### config.mk
export PLATFORM = sky130hd
export DESIGN_NAME = spi_byte_streamer
export DESIGN_NICKNAME = d
export VERILOG_FILES = /design/src/rtl/ssd1306_pkg.sv /design/src/rtl/sync_fifo.sv /design/src/rtl/spi_byte_streamer.sv
export SDC_FILE = /design/constraint.sdc
export NUM_CORES = 1
export LEC_CHECK = 0
export BUFFER_PORTS_ARGS = -buffer_cell sky130_fd_sc_hd__buf_2
export CAP_MARGIN = 25
export CORE_AREA = 10 10 150 152
export DETAILED_ROUTE_END_ITERATION = 8
export DIE_AREA = 0 0 160 162
export PLACE_DENSITY = 0.58
export SETUP_SLACK_MARGIN = 0.4
export SLEW_MARGIN = 15
export SYNTH_ARGS = -nofsm -noshare
export SYNTH_HDL_FRONTEND = slang
export SYNTH_SLANG_ARGS = --single-unit
### constraint.sdc
create_clock -name clk_in -period 3.4 [get_ports clk_in]
set_input_delay 0.34 -clock clk_in [delete_from_list [all_inputs] [get_ports clk_in]]
set_output_delay 0.34 -clock clk_in [all_outputs]
set_load 0.005 [all_outputs]
### src/rtl/ssd1306_pkg.sv
// rtl/ssd1306_pkg.sv - shared types for the SSD1306 SPI byte streamer
package ssd1306_pkg;

  localparam int STREAM_WIDTH = 8;
  localparam logic DC_CMD  = 1'b0;
  localparam logic DC_DATA = 1'b1;

  typedef enum logic [1:0] {
    S_IDLE,
    S_START,
    S_WAIT_LOW,
    S_WAIT_HIGH
  } e_stream_state;

  typedef struct packed {
    logic                    last;
    logic                    dc;
    logic [STREAM_WIDTH-1:0] data;
  } s_stream_entry;

endpackage

### src/rtl/sync_fifo.sv
// rtl/sync_fifo.sv - single-clock FIFO with level, full and empty flags
module sync_fifo #(
  parameter int WIDTH = 10,
  parameter int DEPTH = 16
) (
  input  logic                       clk_i,
  input  logic                       rst_ni,
  input  logic                       push_i,
  input  logic                       pop_i,
  input  logic [WIDTH-1:0]           wdata_i,
  output logic [WIDTH-1:0]           rdata_o,
  output logic                       full_o,
  output logic                       empty_o,
  output logic [$clog2(DEPTH):0]     level_o
);

  localparam int AW = $clog2(DEPTH);

  logic [WIDTH-1:0] mem_q [DEPTH];
  logic [AW-1:0]    wr_ptr_q;
  logic [AW-1:0]    rd_ptr_q;
  logic [AW:0]      level_q;
  logic             do_push;
  logic             do_pop;

  // A full FIFO refuses the push even when a pop frees a slot this cycle.
  assign full_o  = (level_q == (AW+1)'(DEPTH));
  assign empty_o = (level_q == '0);
  assign do_push = push_i & ~full_o;
  assign do_pop  = pop_i & ~empty_o;
  assign rdata_o = mem_q[rd_ptr_q];
  assign level_o = level_q;

  always_ff @(posedge clk_i) begin
    if (do_push) begin
      mem_q[wr_ptr_q] <= wdata_i;
    end
  end

  always_ff @(posedge clk_i or negedge rst_ni) begin
    if (!rst_ni) begin
      wr_ptr_q <= '0;
      rd_ptr_q <= '0;
      level_q  <= '0;
    end else begin
      if (do_push) wr_ptr_q <= wr_ptr_q + 1'b1;
      if (do_pop)  rd_ptr_q <= rd_ptr_q + 1'b1;
      case ({do_push, do_pop})
        2'b10:   level_q <= level_q + 1'b1;
        2'b01:   level_q <= level_q - 1'b1;
        default: level_q <= level_q;
      endcase
    end
  end

endmodule

### src/rtl/spi_byte_streamer.sv
// rtl/spi_byte_streamer.sv - queues tagged display bytes and hands them to the SPI master with D/C
module spi_byte_streamer
  import ssd1306_pkg::*;
#(
  parameter int WIDTH = STREAM_WIDTH,
  parameter int DEPTH = 16
) (
  input  logic                       clk_in,
  input  logic                       reset_n_in,
  input  logic                       wr_valid_in,
  output logic                       wr_ready_out,
  input  logic [WIDTH-1:0]           wr_data_in,
  input  logic                       wr_dc_in,
  input  logic                       wr_last_in,
  output logic [$clog2(DEPTH):0]     level_out,
  output logic                       busy_out,
  output logic                       spi_start_out,
  output logic                       spi_deactivate_cs_out,
  output logic [WIDTH-1:0]           spi_data_out,
  input  logic                       spi_done_in,
  output logic                       dc_out
);

  localparam int AW = $clog2(DEPTH);

  logic             full;
  logic             empty;
  logic [AW:0]      level;
  logic [WIDTH+1:0] head;
  logic             push;
  logic             pop;

  e_stream_state    state_q;
  logic             start_q;
  logic             deact_q;
  logic             dc_q;
  logic [WIDTH-1:0] data_q;
  logic             retry_q;

  assign push = wr_valid_in & ~full;
  assign pop  = (state_q == S_IDLE) & ~empty & spi_done_in;

  sync_fifo #(
    .WIDTH (WIDTH + 2),
    .DEPTH (DEPTH)
  ) u_fifo (
    .clk_i   (clk_in),
    .rst_ni  (reset_n_in),
    .push_i  (push),
    .pop_i   (pop),
    .wdata_i ({wr_last_in, wr_dc_in, wr_data_in}),
    .rdata_o (head),
    .full_o  (full),
    .empty_o (empty),
    .level_o (level)
  );

  always_ff @(posedge clk_in or negedge reset_n_in) begin
    if (!reset_n_in) begin
      state_q <= S_IDLE;
      start_q <= 1'b0;
      deact_q <= 1'b1;
      dc_q    <= DC_CMD;
      data_q  <= '0;
      retry_q <= 1'b0;
    end else begin
      start_q <= 1'b0;
      case (state_q)
        S_IDLE: begin
          if (pop) begin
            data_q  <= head[WIDTH-1:0];
            dc_q    <= head[WIDTH];
            // Release CS when the queue runs dry, not only on a tagged last byte.
            deact_q <= head[WIDTH+1] | ((level == (AW+1)'(1)) & ~push);
            start_q <= 1'b1;
            state_q <= S_START;
          end
        end
        S_START: begin
          retry_q <= 1'b0;
          state_q <= S_WAIT_LOW;
        end
        S_WAIT_LOW: begin
          if (!spi_done_in) begin
            state_q <= S_WAIT_HIGH;
          end else if (retry_q) begin
            start_q <= 1'b1;
            state_q <= S_START;
          end else begin
            retry_q <= 1'b1;
          end
        end
        S_WAIT_HIGH: begin
          if (spi_done_in) state_q <= S_IDLE;
        end
        default: state_q <= S_IDLE;
      endcase
    end
  end

  assign wr_ready_out          = ~full;
  assign level_out             = level;
  assign busy_out              = (state_q != S_IDLE) | (level != '0);
  assign spi_start_out         = start_q;
  assign spi_deactivate_cs_out = deact_q;
  assign spi_data_out          = data_q;
  assign dc_out                = dc_q;

endmodule

---- After elaboration in Yosys (flattened, before gate mapping) ----
Memory sizes are Yosys's and may differ from the RTL's.
Cells that the tools add are included.
storage, ports and cells
  register bits after elaboration ......... 27
  latch bits .............................. 0
  RAM bits ................................ 160
  ROM bits ................................ 0
  input bits .............................. 14
  word-level logic and storage cells ...... 59
  memories ................................ 1
memories
  name          depth  bits a word  rd ports  clocked after memory_dff  write ports  RTL line         RTL
  u_fifo.mem_q  16     10           1         0                         1            sync_fifo.sv:19  logic [WIDTH-1:0] mem_q [DEPTH];
operators by class
  $add $sub $neg .......................... 4
  multiply operators ...................... 0
  div/mod/pow operators ................... 0
  $lt $le $gt $ge ......................... 0
  equality and inequality tests ........... 11
  shifts and indexed selects .............. 0
  mux-type cells .......................... 14
  bitwise operators ....................... 11
  reduce and logical (&&, ||, !) cells .... 9
operators by type and width
  cell                 count
  $pmux 5 s2           1
  $add 4x1->4 const B  2
  $mux 2               4
  $pmux 2 s4           1
  $and 1x1->1          6
  $eq 2x2->1 const B   3
  $mux 1               6
  $reduce_bool 2->1    3
  $add 5x1->5 const B  1
  $eq 5x1->1 const B   1
  $eq 5x5->1 const B   1
  $logic_not 5->1      1
  $reduce_bool 5->1    1
  $sub 5x1->5 const B  1
  $eq 2x1->1 const B   2
  $ne 2x2->1 const B   2
  $pmux 1 s2           2
  $reduce_and 2->1     2
  $ne 3x3->1 const B   1
  $not 1->1            3
  $reduce_and 3->1     1
  $logic_not 2->1      1
  $ne 2x1->1 const B   1
  $or 1x1->1           2

---- Logic depth before layout (Yosys ltp) ----
Gate-level depths: netlist of the first run.
  depth in word-level cells ............... 7
  gate-level depth with buffers ........... 10
  gate-level depth less buffers ........... 9

---- By module ----
Synthesis of the first run repeated with hierarchy kept, for this count alone.
second synthesis, totals
  cells, all modules ...................... 434
  area total of the unflattened synthesis .. 7,623.6 µm²
modules (own cells, without submodules)
  module             times used  cells each  area each (µm²)
  sync_fifo          1           390         7,013.0
  spi_byte_streamer  1           44          610.6

---- Least setup slack after synthesis of the first run ----
OpenSTA, ideal clock, no wires.
  path kind ............................... register -> register
  from .................................... register u_fifo.level_q[0], in the netlist u_fifo.level_o[0]
  to ...................................... memory u_fifo.mem_q[3][0], enable pin
  setup time .............................. 0.390 ns
  arrival ................................. 2.007 ns
  path slack .............................. 1.003 ns
  cell stages (with the launch flop) ...... 8
  cell sequence ........................... dfrtp_1 > inv_1 > ha_1 > nand4bb_1 > and2_1 > buf_2 > nand2_1 > nor3_1
on the way
  word-level cells in the longest chain between the ends .. 6
RTL lines
  what                            RTL line                 RTL
  start, declared                 sync_fifo.sv:22          logic [AW:0] level_q;
  start signal, assigned          sync_fifo.sv:49          2'b10: level_q <= level_q + 1'b1;
  start signal, assigned          sync_fifo.sv:50          2'b01: level_q <= level_q - 1'b1;
  start signal, assigned          sync_fifo.sv:51          default: level_q <= level_q;
  $eq 5x5->1 *                    sync_fifo.sv:27          assign full_o = (level_q == (AW+1)'(DEPTH));
  $not 1->1 *                     --
  named net wr_ready_out          spi_byte_streamer.sv:11  output logic wr_ready_out,
  $and 1x1->1                     spi_byte_streamer.sv:40  assign push = wr_valid_in & ~full;
  $and 1x1->1 *                   sync_fifo.sv:29          assign do_push = push_i & ~full_o;
  $mux 1 *                        sync_fifo.sv:35          if (do_push) begin
  $mux 1 (implied by the code) *  sync_fifo.sv:36          mem_q[wr_ptr_q] <= wdata_i;
  end, declared                   sync_fifo.sv:19
Mark *: on every way through the listed nets, which the timed path passes. The rest lies on a longest branch.

---- Worst setup path in the final report of the first run ----
  from .................................... register u_fifo.level_q[0], in the netlist u_fifo.level_o[0]
  to ...................................... memory u_fifo.mem_q[15][0], enable pin
on the way
  word-level cells in the longest chain between the ends .. 6
RTL lines
  what                            RTL line
  $eq 5x5->1 *                    sync_fifo.sv:27
  $not 1->1 *                     sync_fifo.sv:29, spi_byte_streamer.sv:40
  $and 1x1->1                     spi_byte_streamer.sv:40
  $and 1x1->1 *                   sync_fifo.sv:29
  $mux 1 *                        sync_fifo.sv:35
  $mux 1 (implied by the code) *  sync_fifo.sv:36
Mark *: on every way between the ends. The rest lies on a longest branch, timed or not.

==> impl_metrics.tcl, run 1 <==
set metrics [dict create \
    layoutNonFillerInstCount 719 \
    crit_path_start "u_fifo.level_o[0]" \
    status "finished, final reports clean" \
    start_util_pct 39.4 \
    vias_per_cell 5.03 \
    yosys.area.top_type_share_pct 62.8 \
    std_cell_rows 51 \
    crit_family "simple AND/OR/NAND/NOR gates" \
    ys_seq_elements 187 \
    grt_max_degree 31 \
    postSynthCellCount 389 \
    stdcell_area_sq_um 8780 \
    post-synth-top-count-cell "edfxtp_1" \
    worstPathArrival_ns 2.73 \
    cp_slowest_cell "nor2_1" \
    postRouteAntennaNets 0 \
    cp_data_required_time_ns 3.46 \
    io_buffers 31 \
    synth_edf_count 160 \
    dieWidth_um 160 \
    firstDrtPassIters 4 \
    dieHeight_um 162 \
    diodes 0 \
    grtUsageTotal_pct 12.3 \
    worst_setup_path_end_kind "register" \
    hold_start "spi_done_in" \
    yosys.area.top_type "edfxtp_1" \
    yosys-top-cells-area "edfxtp_1 63%, mux4_1 11%, dfrtp_1 8.5%" \
    syn-num-nets 413 \
    hp-class "in2reg" \
    hpwl_um 10000 \
    ys_warn_count 0 \
    rsz0062_at_grt "no" \
    ioPinCount 32 \
    drv_slew 0 \
    ys_types 39 \
    cts.clk_slew.worst_paths_ns 0.07 \
    fill_cells 1687 \
    htree_levels 4 \
    worst_slew_pin_slew_ns 0.953 \
    crit_path_start_kind "register" \
    power-per-cell-area_nw_per_um2 802 \
    r2r_slack_ns 0.73 \
    grt_pass1_vias 3849 \
    fin_util_pct 45.2 \
    maxSlewHeadroom_pct 36.3 \
    r2r-start "u_fifo.level_o[0]" \
    drive_gt1_share_pct 23.6 \
    drtIter0Drc 321 \
    cpPeakStageDelay_ns 0.77 \
    grt_pass1_wl_um 23600 \
    min_period_ns 2.67 \
    cp_num_buf_inv 1 \
    num_vias 3614 \
    fmax_ghz 0.375 \
    die_area_sq_um 25900 \
    tritoncts "done" \
    routed_wirelength_um 15200 \
    cts_buffer_depth 2 \
    vdd_drop_max_v 0.000455 \
    dp_cells 686 \
    drc 0 \
    finalWeightedCongestion 0.836 \
    cts_sinks 187 \
    finalHoldViolCount 0 \
    cts_buffers 17 \
    timing.setup.tns_ns 0 \
    finalSetupViolations 0 \
    core_area_sq_um 19400 \
    rr_worst_depth 6 \
    maxCapViolCount 0 \
    dpl-instance-area_sq_um 8130 \
    synth_area_per_cell_sq_um 19.7 \
    area_growth_pct 14.7 \
    cp_cell_sequence "inv_1 > ha_1 > nand4bb_1 > and2_1 > nand2_1 > nor2_1" \
    root_buffer "clkbuf_16" \
    cts_resized 0 \
    syn_area_sq_um 7650 \
    fin_nets 465 \
    holdPathStages 4 \
    timing.final.crit_share_pct 78.4 \
    holdWs_ns 0.238 \
    netlist_top_cells_count "160 x edfxtp_1, 32 x mux4_1, 26 x dfrtp_1" \
    path_class "reg2reg" \
    yosysSeqAreaShare_pct 71.7 \
    wire_per_inst_um 21.1 \
    gr-total-overflow 0 \
    antenna_found_initial 0 \
    critical_path_cell_count 6 \
    skew_ns 0.0102 \
    leakagePower_nw 3.08 \
    path_max_fanout 10 \
    async_flop_share_pct 14.4 \
    synthFlopType "edfxtp_1" \
    clock_latency_ns 0.44 \
]
[what timing repair did]
item	4_1_cts	5_1_grt
endpoints found under the hold margin	26	0
hold buffers	1	0
buffers inserted	0	0
[state kept, by name, indices dropped and copies added (netlist names)]
name	flops
retry_q	1
u_fifo.wr_ptr_q	4
spi_deactivate_cs_out	1
state_q	2
u_fifo.mem_q	160
spi_data_out	8
u_fifo.level_o	5
dc_out	1
spi_start_out	1
u_fifo.rd_ptr_q	4
[layer usage]
metal  track usage [%]  vias up  routed length (um)
li1                  -     1656                   -
met1              15.9     1854                6950
met2              19.3       85                7210
met3              3.69       19                 817
met4              4.01        0                 194
met5                 0        -                   0
[power breakdown]
part           total (W)  switching [W]  internal [W]
logic            0.00179       0.000911      0.000882
clock network    0.00211       0.000849       0.00126
registers        0.00314       0.000295       0.00285
[per-stage QoR]
step / total power, W / setup WS, ns
2_1_floorplan: 0.00445 / 1.00
3_3_place_gp: 0.00498 / 0.861
3_5_place_dp: 0.00504 / 0.703
4_1_cts: 0.00714 / 0.692
5_1_grt: 0.00742 / 0.555
6_report: 0.00704 / 0.734
[kinds of logic after synthesis]
family | Yosys count | share of synthesized area (%)
flip-flops | 187 | 71.7
multiplexers | 70 | 17.3
AND/OR/NAND/NOR | 64 | 3.96
buffers and inverters | 25 | 2.58
AO/OA/AOI/OAI | 22 | 1.62
XOR/XNOR | 11 | 1.26
adder cells (fa/ha/maj) | 10 | 1.64
[path summary, 6_finish.rpt]
check / endpoint
max: u_fifo.mem_q[15][0]
min: state_q[0]
min reg2reg: spi_data_out[4]
max in group asynchronous: u_fifo.rd_ptr_q[0]
min in group asynchronous: u_fifo.level_o[4]
max reg2reg: u_fifo.mem_q[15][0]
[layout by cell type (no fill, tap or decap), drive strengths merged, types with 2 or more instances in the layout]
cell type    n
bufinv       4
mux2        11
o21ai       13
edfxtp     160
nand2       24
inv          9
xnor2        8
ha          10
nor3         4
nand4b       2
nand4        2
nand3        3
a21oi        4
nor2        19
clkbuf      19
buf         51
dfrtp       26
mux4        39
mux2i       20
clkinvlp     2
xor2         3
nand2b       6
clkinv       4
[worst min-delay path: cells and delay by family]
| family | cells | cell delay [ns] |
|---|---|---|
| buf+inv | 1 | 0.13 |
| simple gates | 3 | 0.17 |
[layout make-up]
type / instances / area [sq um] / share of cell area [%]
flip-flops and latches: 187 / 5480 / 62.5
inverters: 6 / 22.5 / 0.257
clock buffers: 19 / 443 / 5.05
clock inverters: 13 / 190 / 2.17
multi-input cells: 177 / 1990 / 22.7
well taps: 265 / 332 / 3.78
repair buffers: 52 / 315 / 3.59
No activity file was read; power rests on OpenSTA's default activity.
==> run 2: changes to the inputs <==
==> constraint.sdc (replaced) <==
create_clock -name clk_in -period 2.6 [get_ports clk_in]
set_input_delay 0.26 -clock clk_in [delete_from_list [all_inputs] [get_ports clk_in]]
set_output_delay 0.26 -clock clk_in [all_outputs]
set_load 0.005 [all_outputs]
==> run 2 against run 1 <==
Compared with the run above:
- final cell count increased by 1.7%
- critical path depth decreased by 1
- core utilization increased by 0.38 points
- first-iteration DRC count decreased by 60%
- register-to-register slack got worse by 0.20 ns
- largest power group unchanged
==> impl_metrics.tcl, run 2 (same netlist as run 1, synthesis figures left out) <==
set metrics [dict create \
    status "finished, final reports clean" \
    fill_cells 1668 \
    p_seq_share_pct 45.5 \
    multi_input_area_sq_um 2020 \
    die_area_sq_um 25900 \
    vias_per_cell 5.04 \
    cp_data_required_time_ns 2.34 \
    cpPeakStageDelay_ns 0.47 \
    finalSetupViolations 0 \
    dp_cells 696 \
    holdWs_ns 0.156 \
    root_buffer "clkbuf_16" \
    worst_setup_path_end_kind "output pin" \
    clockPowerShare_pct 27.4 \
    drtIter0Drc 128 \
    grt_max_degree 29 \
    wire_per_inst_um 20.6 \
    skew_ns 0.0108 \
    largest_register_ffs 160 \
    postRouteAntennaNets 0 \
    drive_gt1_share_pct 27.7 \
    largest-register "u_fifo.mem_q" \
    antenna_found_initial 0 \
    fmax_ghz 0.473 \
    p_total_w 0.00903 \
    dieWidth_um 160 \
    path_max_fanout 3 \
    final_common_cell "edfxtp_1" \
    hp-class "in2reg" \
    worst_slew_pin_slew_ns 0.689 \
    cts_buffers 17 \
    std_cell_rows 51 \
    dieHeight_um 162 \
    intPower_w 0.00635 \
    diodes 0 \
    grt_pass1_vias 3878 \
    cts_buffer_depth 2 \
    start_util_pct 39.4 \
    maxCapViolCount 0 \
    routed_wirelength_um 15100 \
    htree_levels 4 \
    cts_sinks 187 \
    crit_path_start_kind "register" \
    rsz0062_at_grt "no" \
    fin_nets 477 \
    crit_family "simple AND/OR/NAND/NOR gates" \
    drc 0 \
    sw_frac_of_total_pct 29.7 \
    cts.clk_slew.worst_paths_ns 0.07 \
    io_buffers 31 \
    place_ws_ns 0.249 \
    area_growth_pct 15.7 \
    cp_slowest_cell "or4b_4" \
    timing.setup.tns_ns 0 \
    leakagePower_nw 3.11 \
    combPwrFrac_pct 27.1 \
    finalHoldViolCount 0 \
    cp_cell_sequence "inv_2 > ha_2 > or4b_4 > nand2b_1 > buf_2" \
    regArea_sq_um 5490 \
    maxSlewHeadroom_pct 54.1 \
    cp_num_buf_inv 2 \
    tritoncts "done" \
    worstPathArrival_ns 1.85 \
    finalWeightedCongestion 0.794 \
    clock_latency_ns 0.43 \
    gr-total-overflow 0 \
    num_vias 3685 \
    mostFrequentLayoutCells "160 x edfxtp_1, 32 x mux4_1, 31 x buf_2, 31 x buf_4, 24 x nand2_1" \
    ioPinCount 32 \
    min_period_ns 2.11 \
    grt_pass1_wl_um 23600 \
    switching_power_w 0.00268 \
    grtUsageTotal_pct 12.1 \
    vdd_drop_max_v 0.000530 \
    drv_slew 0 \
    layoutNonFillerInstCount 731 \
    firstDrtPassIters 4 \
    hpwl_um 9890 \
    path_class "reg2out" \
    finalWorstSetupSlack_ns 0.486 \
    timing.final.crit_share_pct 81.3 \
    power-per-cell-area_nw_per_um2 1020 \
    core_area_sq_um 19400 \
]
==> run 2: path summary, 6_finish.rpt <==
path / startpoint / end / slack (ns) / cells past startpoint
setup / recovery: u_fifo.level_o[0] / busy_out / 0.49 / 5
hold / removal: spi_done_in / state_q[0] / 0.16 / 4
setup reg to reg: u_fifo.level_o[0] / u_fifo.level_o[3] / 0.53 / 9
hold reg to reg: spi_data_out[0] / spi_data_out[0] / 0.48 / 2
max in group asynchronous: reset_n_in / u_fifo.rd_ptr_q[2] / 1.67 / 2
min in group asynchronous: reset_n_in / u_fifo.level_o[3] / 0.41 / 2
==> run 2: layer usage <==
metal	GRT usage (%)	up-vias	part of all wire [%]	wire length, um
li1	-	1682	-	-
met1	15.2	1933	46	6860
met2	20.0	61	50	7550
met3	3.08	9	3.2	485
met4	4.30	0	1.1	170
met5	0	-	0	0
==> run 2: power groups by stage <==
stage | sequential (W) | clock [W] | combinational (W)
6_report | 0.00411 | 0.00248 | 0.00245
5_1_grt | 0.00416 | 0.00267 | 0.00270
4_1_cts | 0.00410 | 0.00255 | 0.00249
3_5_place_dp | 0.00418 | 0 | 0.00242
3_3_place_gp | 0.00416 | 0 | 0.00240
2_1_floorplan | 0.00396 | 0 | 0.00188
==> run 2: cell type report <==
cell class              count  area share, %
repair buffers             64           4.72
multi-input cells         177           22.8
flip-flops and latches    187           62.0
clock inverters            11           1.27
well taps                 265           3.75
inverters                   6          0.254
clock buffers              21           5.20
==> run 2: stage by stage <==
step | area, sq um | util (%)
2_1_floorplan | 7670 | -
3_3_place_gp | 8220 | 42.4
3_5_place_dp | 8220 | 42.4
4_1_cts | 8840 | 45.6
5_1_grt | 8850 | 45.6
6_report | 8850 | 45.6
==> run 2: worst min-delay path, delay by kind of cell <==
| family | cells | cell delay [ns] |
|---|---|---|
| buffers and inverters | 1 | 0.13 |
| and+or+nand+nor | 3 | 0.16 |
==> run 2: timing repair <==
| action | CTS | global route |
|---|---|---|
| buffers inserted | 2 | 0 |
| setup endpoints to repair | 90 | 5 |
| endpoints found under the hold margin | 26 | 0 |
| hold buffers | 1 | 0 |
| gates resized for setup | 6 | 6 |
==> run 3: changes to the inputs <==
==> constraint.sdc (replaced) <==
create_clock -name clk_in -period 2.2 [get_ports clk_in]
set_input_delay 0.22 -clock clk_in [delete_from_list [all_inputs] [get_ports clk_in]]
set_output_delay 0.22 -clock clk_in [all_outputs]
set_load 0.005 [all_outputs]
==> run 3 against run 2 <==
Compared with the run above:
- critical path depth is the same
- cell area grew 11%
- flip-flop and latch count is the same
- via count grew 8.6%
- clock skew shrank 0.0023 ns
- register-to-register slack lost 0.34 ns
- largest power group unchanged
==> impl_metrics.tcl, run 3 (same netlist as run 1, synthesis figures left out) <==
set metrics [dict create \
    clock_latency_ns 0.44 \
    cts.clk_slew.worst_paths_ns 0.07 \
    rr_worst_depth 9 \
    r2r_slack_ns 0.19 \
    p_seq_share_pct 38.7 \
    worst_slew_pin_slew_ns 0.662 \
    dieHeight_um 162 \
    htree_levels 4 \
    hp-class "in2reg" \
    hpwl_um 9410 \
    clockPowerShare_pct 23.7 \
    firstDrtPassIters 4 \
    routed_wirelength_um 17400 \
    intPower_w 0.00842 \
    r2r_end "u_fifo.level_o[3]" \
    regArea_sq_um 5490 \
    layoutNonFillerInstCount 774 \
    std_cell_rows 51 \
    min_to "state_q[0]" \
    status "finished, final reports clean" \
    maxSlewHeadroom_pct 55.9 \
    finalWeightedCongestion 0.760 \
    drc 0 \
    final_common_cell "edfxtp_1" \
    holdPathStages 4 \
    io_buffers 31 \
    postRouteAntennaNets 0 \
    area_growth_pct 28.0 \
    largest_register_ffs 160 \
    fill_cells 1581 \
    skew_ns 0.00850 \
    start_util_pct 39.4 \
    rsz0062_at_grt "yes" \
    path_max_fanout 3 \
    drtIter0Drc 327 \
    finalSetupViolations 0 \
    grt.busiest_layer "met2" \
    holdWs_ns 0.106 \
    mostFrequentLayoutCells "160 x edfxtp_1, 31 x buf_4, 30 x buf_2" \
    num_vias 4003 \
    ioPinCount 32 \
    combPwrFrac_pct 37.6 \
    worst_setup_path_end_kind "output pin" \
    timing.final.crit_share_pct 92.2 \
    grt_pass1_vias 4030 \
    min_period_ns 2.03 \
    drv_slew 0 \
    switching_power_w 0.00381 \
    largest-register "u_fifo.mem_q" \
    root_buffer "clkbuf_16" \
    leakagePower_nw 3.46 \
    gr-total-overflow 0 \
    cp_data_required_time_ns 1.98 \
    maxCapViolCount 0 \
    fmax_ghz 0.493 \
    multi_input_area_sq_um 2240 \
    cts_buffers 17 \
    timing.setup.tns_ns 0 \
    core_area_sq_um 19400 \
    vias_per_cell 5.17 \
    crit_path_start_kind "register" \
    worstPathArrival_ns 1.81 \
    grtUsageTotal_pct 12.7 \
    antenna_found_initial 1 \
    r2r-start "u_fifo.level_o[1]" \
    grt_max_degree 28 \
    grt_util_met2_pct 20.7 \
    cts_buffer_depth 2 \
    hold_start "spi_done_in" \
    wire_per_inst_um 22.4 \
    drive_gt1_share_pct 43.7 \
    tritoncts "done" \
    die_area_sq_um 25900 \
    sw_frac_of_total_pct 31.1 \
    vdd_drop_max_v 0.000661 \
    path_class "reg2out" \
    use_met3_pct 3.21 \
    power-per-cell-area_nw_per_um2 1250 \
    dieWidth_um 160 \
    finalHoldViolCount 0 \
    cts_sinks 187 \
    dp_cells 682 \
    fin_nets 519 \
    grt_pass1_wl_um 24700 \
    use_met1_pct 16.2 \
]
[run 3: final cells by class]
| type | count | share of cell area, % |
|---|---|---|
| Antenna cell | 1 | 0.0256 |
| Clock inverter | 13 | 1.24 |
| Multi-Input combinational cell | 177 | 22.9 |
| Tap cell | 265 | 3.39 |
| Inverter | 6 | 0.256 |
| Sequential cell | 187 | 56.0 |
| Timing Repair Buffer | 106 | 11.7 |
| Clock buffer | 19 | 4.42 |
[run 3: repair_timing]
item	in CTS	in global routing
hold buffers	1	0
gates cloned	4	8
endpoints found under the setup margin	175	110
pin swaps	18	12
resized for setup	37	49
endpoints found under the hold margin	26	0
setup buffers	23	23
[run 3: power by group through the flow]
stage                     logic (W)  clock network, W  registers, W
after detailed placement    0.00331                 0       0.00476
after floorplan             0.00249                 0       0.00468
after CTS                   0.00394           0.00295       0.00472
final                       0.00460           0.00289       0.00473
after global placement      0.00327                 0       0.00473
after global routing        0.00492           0.00310       0.00479
[run 3: per-stage QoR]
step	power [W]	utilization [%]	setup slack, ns	area (sq um)
finish	0.0122	50.5	0.171	9790
global route	0.0128	50.5	0.107	9790
CTS	0.0116	48.2	0.159	9340
detailed placement	0.00807	43.0	0.133	8340
global placement	0.00801	43.0	0.156	8340
floorplan	0.00717	-	0.207	7870
[run 3: worst max-delay path, stage by stage, from the launching register on]
cell	delay, ns
dfrtp_1	0.39
inv_2	0.09
ha_4	0.13
or4b_4	0.49
nand2b_4	0.16
buf_6	0.12
[run 3: metal layers]
metal | up-vias | wire length (um)
met5 | - | 0
met4 | 0 | 214
met3 | 19 | 744
met1 | 2142 | 7680
met2 | 77 | 8740
li1 | 1765 | -
[run 3: worst max-delay path by stage]
stage,startpoint,to,slack (ns),cells past startpoint
floorplan,u_fifo.level_o[0],u_fifo.level_o[3],0.21,9
global placement,u_fifo.level_o[0],u_fifo.level_o[3],0.16,9
detailed placement,u_fifo.level_o[0],u_fifo.level_o[4],0.13,9
CTS,u_fifo.level_o[0],busy_out,0.16,5
global route,u_fifo.level_o[0],busy_out,0.11,5
finish,u_fifo.level_o[1],busy_out,0.17,5
